`config.mk`:
```
export PLATFORM = sky130hd
export DESIGN_NAME = prefetch_buffer_controller
export DESIGN_NICKNAME = d
export VERILOG_FILES = /design/src/rtl/prefetch_buffer_controller.sv
export SDC_FILE = /design/constraint.sdc
export NUM_CORES = 1
export LEC_CHECK = 0
export BUFFER_PORTS_ARGS = -buffer_cell sky130_fd_sc_hd__buf_2
export CAP_MARGIN = 20
export CORE_ASPECT_RATIO = 1.4
export CORE_MARGIN = 3
export CORE_UTILIZATION = 55
export DETAILED_ROUTE_END_ITERATION = 12
export MAX_ROUTING_LAYER = met4
export PLACE_DENSITY = 0.74
export SYNTH_ARGS = -nofsm -noshare
export SYNTH_HDL_FRONTEND = slang
export SYNTH_SLANG_ARGS = --single-unit
```
`constraint.sdc`:
```
create_clock -name clock -period 3.9 [get_ports clock]
set_clock_uncertainty 0.05 [all_clocks]
set_input_delay 0.585 -clock clock [delete_from_list [all_inputs] [get_ports clock]]
set_output_delay 0.585 -clock clock [all_outputs]
set_load 0.05 [all_outputs]
```
`src/rtl/prefetch_buffer_controller.sv`:
```
// Instruction prefetch controller: fetches sequential words from the
// instruction memory into a small circular FIFO. The pipeline is frozen with
// out_InstructionWait while the FIFO is empty. A PC change flushes the FIFO.
// A fetch that is still waiting on memory at that moment is carried to
// completion, and its data is then dropped in the DISCARD state.
//
// Memory handshake: out_MemRequest is the valid and in_MemWait is the inverted
// ready. A fetch completes in the cycle where request=1 and wait=0. Once
// raised, a request holds its address until it completes. Pipeline handshake:
// out_InstructionWait is the inverted valid and in_PipelineStall is the
// inverted ready. The head entry is consumed when both are low.
module prefetch_buffer_controller #(
  parameter int            DEPTH    = 4,
  parameter int            IW       = 32,
  parameter int            AW       = 32,
  parameter logic [AW-1:0] RESET_PC = '0
) (
  input  logic          clock,
  input  logic          reset,
  output logic          out_MemRequest,
  output logic [AW-1:0] out_MemAddress,
  input  logic [IW-1:0] in_MemData,
  input  logic          in_MemWait,
  output logic [IW-1:0] out_Instruction,
  output logic [AW-1:0] out_InstructionAddress,
  output logic          out_InstructionWait,
  input  logic          in_PipelineStall,
  input  logic          in_ChangePC,
  input  logic [AW-1:0] in_NewPC,
  output logic          fsm_state
);

  localparam int PW = $clog2(DEPTH);
  localparam int CW = PW + 1;

  typedef enum logic {
    FETCH   = 1'b0,
    DISCARD = 1'b1
  } state_t;

  state_t        state;
  logic [CW-1:0] count;
  logic [PW-1:0] rd_ptr;
  logic [PW-1:0] wr_ptr;
  logic [AW-1:0] fetch_pc;
  logic [AW-1:0] hold_addr;
  logic          pending;

  logic [AW-1:0] addr_buf [DEPTH];
  logic [IW-1:0] inst_buf [DEPTH];

  logic request_raw;
  logic done;
  logic stalled;
  logic push;
  logic pop;
  logic empty;

  assign fsm_state = state;
  assign empty     = (count == '0);

  // Request logic: in FETCH a request is raised only while there is room, and
  // a request that is stalled by memory is held. In DISCARD the abandoned
  // request is always still outstanding. Reset forces the request low at once.
  always_comb begin
    request_raw = 1'b1;
    if (state == FETCH) begin
      request_raw = (count < CW'(DEPTH)) || pending;
    end
  end

  assign out_MemRequest = reset & request_raw;
  assign out_MemAddress = (state == DISCARD) ? hold_addr : fetch_pc;

  assign done    = out_MemRequest & ~in_MemWait;
  assign stalled = out_MemRequest & in_MemWait;
  assign push    = (state == FETCH) & done & ~in_ChangePC;

  assign out_InstructionWait    = empty | in_ChangePC;
  assign pop                    = ~out_InstructionWait & ~in_PipelineStall;
  assign out_Instruction        = empty ? '0 : inst_buf[rd_ptr];
  assign out_InstructionAddress = empty ? '0 : addr_buf[rd_ptr];

  // FIFO storage write: an {address, instruction} pair is written on each push.
  always_ff @(posedge clock) begin
    if (push) begin
      addr_buf[wr_ptr] <= fetch_pc;
      inst_buf[wr_ptr] <= in_MemData;
    end
  end

  // Control FSM, pointers, count and fetch PC. A PC change overrides any push
  // or pop in the same cycle.
  always_ff @(posedge clock or negedge reset) begin
    if (!reset) begin
      state     <= FETCH;
      count     <= '0;
      rd_ptr    <= '0;
      wr_ptr    <= '0;
      fetch_pc  <= RESET_PC;
      hold_addr <= '0;
      pending   <= 1'b0;
    end else begin
      pending <= stalled;
      if (in_ChangePC) begin
        count    <= '0;
        rd_ptr   <= '0;
        wr_ptr   <= '0;
        fetch_pc <= {in_NewPC[AW-1:2], 2'b00};
        if (stalled && state == FETCH) begin
          hold_addr <= fetch_pc;
        end
        state <= stalled ? DISCARD : FETCH;
      end else begin
        if (push) begin
          wr_ptr   <= wr_ptr + 1'b1;
          fetch_pc <= fetch_pc + AW'(4);
        end
        if (pop) begin
          rd_ptr <= rd_ptr + 1'b1;
        end
        if (push && !pop) begin
          count <= count + 1'b1;
        end else if (pop && !push) begin
          count <= count - 1'b1;
        end
        if (state == DISCARD && done) begin
          state <= FETCH;
        end
      end
    end
  end

endmodule

```
==> results.md, run 1 <==
- Final setup TNS: 0 ns
- Bufs on Longest Clock Path: 3
- Number of I/O pins: 168
- DP HPWL: 15.9 mm
- Cell taking the most area after synthesis: sky130_fd_sc_hd__edfxtp_1
- Post-layout net count: 991
- Worst slew margin relative to its limit: 0.390
- Wire length per cell: 20.7 microns
- Die Span X: 137 microns
- Number of antenna violations at the first check in global routing: 1
- Data required time at the worst endpoint: 3.26 ns
- Number of global-route vias before repair: 7279
- Final worst path period share: 0.865
- Ratio of cells with drive above 1 in the final layout: 0.389
- Placed Cells: 1191
- Sort of element at the start of the critical path: flop
- Routed wire length: 25.8 mm
- Vertical die dimension: 189 microns
- Number of maximum-capacitance violations: 0
- Post-Layout Cell Count: 1245
- Worst setup slack for register-to-register paths: 1.43 ns
- Endpoint type of the worst setup path: primary output
- Cell area after placement: 0.0143 sq mm
- Most frequent cells in the layout: 248 x sky130_fd_sc_hd__edfxtp_1, 161 x sky130_fd_sc_hd__buf_2, 67 x sky130_fd_sc_hd__dfrtp_1, 63 x sky130_fd_sc_hd__nor2b_1, 62 x sky130_fd_sc_hd__mux4_2
- Clock Sinks: 317
- Highest ir drop seen on vdd: 0.000422 V
- Maximum number of pins on one net before global-route repair: 71
- Global-route wire length before repair: 40.4 mm
- Async SR Flop Fraction: 0.218
- CTS-repair resized insts: 0
- Final weighted congestion in routability-driven placement: 0.859
- Top-area cell type share of the netlist area: 0.568
- CTS tree: built
- Worst hold margin: 0.213 ns
- Unrepaired setup endpoints after global routing: false
- CTS root buffer: sky130_fd_sc_hd__clkbuf_16
- Number of standard-cell rows in the floorplan: 66
- Count of port buffers added during placement: 161
- Overall global routing resource usage: 0.210
- Achievable Freq: 296 MHz
- Total power per unit cell area: 698 mW/mm^2
- Number of levels the H-tree was split into: 1
- Area of the placeable core: 0.0234 sq mm
- Kind of path behind the tightest hold check: in2reg
- Number of buffers added by the clock tree synthesis step: 29
- Final Hold Viols: 0
- Top fanout value on the critical path: 30
- Ys flop type: sky130_fd_sc_hd__edfxtp_1
- Synth Instances: 747
- Number of setup buffers added after CTS: 0
- Max-slew violation count: 0
- Iter 0 DRT Violations: 352
- Number of synthesized flops with an enable pin: 248
- Via-per-instance ratio: 5.62
- Via total after detailed routing: 7001
- Kind of critical path: reg2out
- Cells on worst reg2reg path: 5
- Static leakage power: 5.54 nW
- First-pass iteration count of the detailed router: 4
- Source-to-sink clock delay at the later pin of the worst-skew pair: 0.53 ns
- Combined area of all synthesized cells: 0.0131 sq mm
- Arrival time at the worst endpoint: 2.74 ns
- Worst Setup EP: out_Instruction[1]
- Flop and latch count out of synthesis: 317
- Yosys warns: 0
- Outcome: complete, no violations
- Startpoint of the worst-slack reg-to-reg timing path: fsm_state$_DFFE_PN0P_
- Grt ovf: 0
- Residual DRC count: 0
- Top post-synthesis cells by area: sky130_fd_sc_hd__edfxtp_1 57%, sky130_fd_sc_hd__dfrtp_1 13%, sky130_fd_sc_hd__mux4_2 11%
- Distinct cells, synth: 43
- Final standard cell area without fillers: 0.0154 sq mm
- Clock transition at the registers of the reported paths: 0.06 ns
- Clock period minus final worst setup slack: 3.38 ns
- Area delta synth->final: 17.2%
- Number of setup violations in the final report: 0
- Count of nets left with antenna violations after detail routing: 0
- Syn_area_per_cell: 17.6 sq um
- Worst setup timing slack at the placement stage: 0.895 ns
- Final setup margin: 0.525 ns
- Most common cell after layout, fill and taps aside: sky130_fd_sc_hd__edfxtp_1
- Starting utilization of the core area: 0.561
- Crit path from: rd_ptr[0]$_DFFE_PN0P_
- RR Endpoint: inst_buf[3][24]$_DFFE_PP_
- Sequential share of the synthesized area: 0.699
- Die Footprint: 0.0258 sq mm
- Slew @ Worst Pin: 0.914 ns
- CTS Hold Buffers Added: 0
-- worst min path at each step --
stage	depth (start not counted)	to	slack (ns)	from
after floorplan	0	count[0]$_DFFE_PN0P_	0.24	reset
after global placement	1	hold_addr[8]$_DFFE_PN0P_	0.42	hold_addr[8]$_DFFE_PN0P_
after detailed placement	1	hold_addr[21]$_DFFE_PN0P_	0.43	hold_addr[21]$_DFFE_PN0P_
after CTS	1	inst_buf[2][20]$_DFFE_PP_	0.19	in_MemData[20]
after global routing	1	inst_buf[1][6]$_DFFE_PP_	0.20	in_MemData[6]
final	3	fetch_pc[30]$_DFFE_PN0N_	0.21	in_NewPC[30]
-- power breakdown --
group	leakage [nW]	internal [W]	switching [W]
combinational	1.94	0.00107	0.00252
sequential	3.09	0.00389	0.000245
clock	0.513	0.00183	0.00118
total	5.54	0.00679	0.00395
-- Yosys cell counts, drive strengths merged (2+ instances only) --
master,n
mux2,62
buf,16
xor2,14
dfrtp,69
nor4,11
xnor2,21
edfxtp,248
a21oi,2
nand3,8
nand2,42
o21ai,29
inv,9
nor2b,63
nand4,11
and2,7
and3,6
mux4,62
nor3,7
and4,3
nor2,10
ha,5
clkbuf,28
-- per-stage QoR --
step | util | total power [W]
5_1_grt | 0.658 | 0.0112
2_1_floorplan | - | 0.00696
3_5_place_dp | 0.613 | 0.00785
6_report | 0.658 | 0.0107
4_1_cts | 0.658 | 0.0109
3_3_place_gp | 0.613 | 0.00780
-- final cells by class --
class	count	area, sq um
fillers	1627	7990
diodes	1	2.50
clock inverters	13	171
multi-input cells	380	3730
inverters	9	33.8
well taps	306	383
repair buffers	179	1000
clock buffers	40	871
flip-flops and latches	317	9180
-- registers in the layout, summed over array words and instances (netlist names) --
signal	count
inst_buf	128
wr_ptr	2
pending	1
fsm_state	1
addr_buf	120
rd_ptr	2
fetch_pc	30
hold_addr	30
count	3
-- logic make-up after synthesis --
logic type                 share of synthesized area
AOI/OAI and AO/OA                             0.0147
xor gates and xnor gates                      0.0234
adders and majority gates                    0.00629
buffers and inverters                         0.0183
DFF                                            0.699
muxes                                          0.160
other                                       0.000286
and+or+nand+nor                               0.0775
-- worst max-delay path: stages (launching register included) --
cell                      delay, ns
sky130_fd_sc_hd__dfrtp_4       0.84
sky130_fd_sc_hd__buf_4         0.40
sky130_fd_sc_hd__mux4_2        0.55
sky130_fd_sc_hd__nor2b_1       0.15
sky130_fd_sc_hd__buf_2         0.25
-- routing by layer --
metal  routed length, microns  global-route usage
met5                        0                   -
met3                     1360              0.0259
met2                    13400               0.351
met1                    10300               0.271
met4                      720              0.0644
Power figures use the tool's default switching activity.
==> inputs of run 2 (changes only) <==
Settings changed: CORE_MARGIN 3 to 5.
==> run 2 against run 1 <==
Total power is 2.5% lower; flip-flop and latch count unchanged; largest cell class unchanged; clock power fell by 9.6%; critical endpoint is now out_InstructionAddress[14]; die area is 5.1% higher; largest power group unchanged.
==> results.md, run 2 (synthesis gave the netlist of run 1 again) <==
- Outcome: complete, no violations
- Iter 0 DRT Violations: 440 (+25%)
- Static leakage power: 5.47 nW (-1.3%)
- HP Start: in_NewPC[17]
- Count of nets left with antenna violations after detail routing: 0 (unchanged)
- Worst-case hold path end point: fetch_pc[17]$_DFFE_PN0N_
- Area delta synth->final: 16.2%
- Data required time at the worst endpoint: 3.26 ns (about the same)
- Kind of critical path: reg2out
- Most frequent cells in the layout: 248 x sky130_fd_sc_hd__edfxtp_1, 161 x sky130_fd_sc_hd__buf_2, 67 x sky130_fd_sc_hd__dfrtp_1, 63 x sky130_fd_sc_hd__nor2b_1, 62 x sky130_fd_sc_hd__mux4_2
- Clock Sinks: 317 (unchanged)
- Number of buffers added by the clock tree synthesis step: 29 (unchanged)
- Number of flip-flops under the largest register name: 128 (unchanged)
- Grt ovf: 0 (unchanged)
- Maximum number of pins on one net before global-route repair: 63 (-11%)
- Number of stages on the worst hold path: 3 (unchanged)
- Crit path largest cell delay: 0.71 ns (-0.13 ns)
- Kind of path behind the tightest hold check: in2reg
- Number of antenna repair diodes: 0 (-1)
- Die Span X: 141 microns (+2.9%)
- Ratio of cells with drive above 1 in the final layout: 0.379 (-0.00985)
- Final setup TNS: 0 ns (unchanged)
- Total power of the final layout: 0.0105 W (-2.5%)
- Sort of element at the start of the critical path: flop
- Arrival time at the worst endpoint: 2.58 ns (-0.16 ns)
- Bufs on Longest Clock Path: 3 (unchanged)
- Residual DRC count: 0 (unchanged)
- Slowest cell on the critical path: sky130_fd_sc_hd__dfrtp_4
- CTS root buffer: sky130_fd_sc_hd__clkbuf_16
- Startpoint of the worst-slack reg-to-reg timing path: fsm_state$_DFFE_PN0P_
- Slew @ Worst Pin: 0.759 ns (-0.156 ns)
- CTS-repair resized insts: 0 (unchanged)
- Number of antenna violations at the first check in global routing: 0 (-1)
- Number of standard-cell rows in the floorplan: 67 (+1.5%)
- Vertical die dimension: 193 microns (+2.1%)
- Wire length per cell: 21.0 microns (+1.6%)
- Worst setup slack for register-to-register paths: 1.17 ns (-0.26 ns)
- Global-route wire length before repair: 41.4 mm (+2.4%)
- Achievable Freq: 311 MHz (+5.1%)
- Number of maximum-capacitance violations: 0 (unchanged)
- DP HPWL: 16.1 mm (+0.80%)
- Die Footprint: 0.0271 sq mm (+5.1%)
- Total power per unit cell area: 687 mW/mm^2 (-1.6%)
- Final worst path period share: 0.823 (-0.0420)
- Number of setup violations in the final report: 0 (unchanged)
- Clock transition at the registers of the reported paths: 0.06 ns (about the same)
- Post-layout net count: 989 (-0.20%)
- Clock period minus final worst setup slack: 3.21 ns (-0.164 ns)
- Unrepaired setup endpoints after global routing: false
- Final weighted congestion in routability-driven placement: 0.807 (-6.1%)
- Cells on worst reg2reg path: 7 (+2)
- Area of the placeable core: 0.0237 sq mm (+1.5%)
- Largest registers: inst_buf: 128 flops, addr_buf: 120 flops
- First-pass iteration count of the detailed router: 4 (unchanged)
- Number of setup buffers added after CTS: 0 (unchanged)
- Top fanout value on the critical path: 21 (-30%)
- Number of levels the H-tree was split into: 1 (unchanged)
- Number of global-route vias before repair: 7434 (+2.1%)
- Cells traversed along the worst timing path: buf_4 > mux4_2 > nor2b_1 > buf_2
- Overall global routing resource usage: 0.201 (-0.00907)
- Max-slew violation count: 0 (unchanged)
- Worst hold margin: 0.208 ns (-0.00568 ns)
- Most common cell after layout, fill and taps aside: sky130_fd_sc_hd__edfxtp_1
- Endpoint type of the worst setup path: primary output
- Starting utilization of the core area: 0.553 (-0.00838)
- Routed wire length: 26.2 mm (+1.7%)
- Source-to-sink clock delay at the later pin of the worst-skew pair: 0.53 ns (about the same)
- RR Endpoint: hold_addr[20]$_DFFE_PN0P_
- Highest ir drop seen on vdd: 0.000457 V (+8.3%)
- Via total after detailed routing: 6975 (-0.37%)
- Fraction of the core area covered by cells at the end of the flow: 0.643 (-0.0153)
- Worst slew margin relative to its limit: 0.494 (+0.104)
- Count of port buffers added during placement: 161 (unchanged)
- Number of I/O pins: 168 (unchanged)
- Final Hold Viols: 0 (unchanged)
- Via-per-instance ratio: 5.60 (-0.45%)
- CTS tree: built
- Register bank with the most flops: inst_buf
[run 2: cell count changes in the layout (fill, tap and decap cells not counted)]
cell / delta
sky130_fd_sc_hd__dlygate4sd3_1: +1
sky130_fd_sc_hd__inv_8: -1
sky130_fd_sc_hd__clkinvlp_4: -1
sky130_fd_sc_hd__diode_2: -1
sky130_fd_sc_hd__clkbuf_1: +7
sky130_fd_sc_hd__inv_6: +1
sky130_fd_sc_hd__buf_12: +1
sky130_fd_sc_hd__buf_4: -4
sky130_fd_sc_hd__clkbuf_16: -3
sky130_fd_sc_hd__clkbuf_8: -1
sky130_fd_sc_hd__bufinv_16: -2
[run 2: power breakdown]
group	switching, W	internal [W]	total [W]	leakage, nW
Sequential	0.000225	0.00389	0.00411	3.09
Clock	0.00115	0.00156	0.00272	0.447
Combinational	0.00256	0.00108	0.00364	1.93
Total	0.00394	0.00653	0.0105	5.47
[run 2: worst max-delay path, delay by kind of cell (launching register included)]
kind,cells,cell delay (ns)
muxes,1,0.53
and+or+nand+nor,1,0.17
DFF,1,0.71
buffers and inverters,2,0.63
[run 2: worst max-delay path by stage]
stage / endpoint / from / cells after the start
final: out_InstructionAddress[14] / rd_ptr[0]$_DFFE_PN0P_ / 4
after detailed placement: inst_buf[3][28]$_DFFE_PP_ / reset / 6
after global placement: inst_buf[2][7]$_DFFE_PP_ / reset / 6
after CTS: out_InstructionAddress[14] / rd_ptr[0]$_DFFE_PN0P_ / 4
after global routing: out_InstructionAddress[14] / rd_ptr[0]$_DFFE_PN0P_ / 4
after floorplan: addr_buf[0][10]$_DFFE_PP_ / fsm_state$_DFFE_PN0P_ / 5
[run 2: layer usage]
metal | vias to the layer above | wire length [microns] | track usage
li1 | 3192 | - | -
met3 | 25 | 1120 | 0.0228
met5 | - | 0 | -
met2 | 185 | 14000 | 0.343
met4 | 0 | 396 | 0.0462
met1 | 3573 | 10700 | 0.263
[run 2: cell type report]
cell class | count | area, sq um
repair buffers | 177 | 1000
well taps | 310 | 388
clock buffers | 43 | 808
multi-input cells | 380 | 3730
clock inverters | 10 | 101
inverters | 9 | 33.8
fillers | 1693 | 8480
flip-flops and latches | 317 | 9180
[run 2: metrics by stage]
stage,setup WS [ns],cells,area (sq um)
CTS,0.607,1246,15200
floorplan,0.554,750,13100
detailed placement,0.941,1192,14300
global placement,0.954,1192,14300
finish,0.688,1246,15200
global route,0.514,1246,15200
[run 2: timing repair]
action	4_1_cts	5_1_grt
endpoints found under the setup margin	0	0
hold endpoints to repair	14	0
hold buffers	1	0
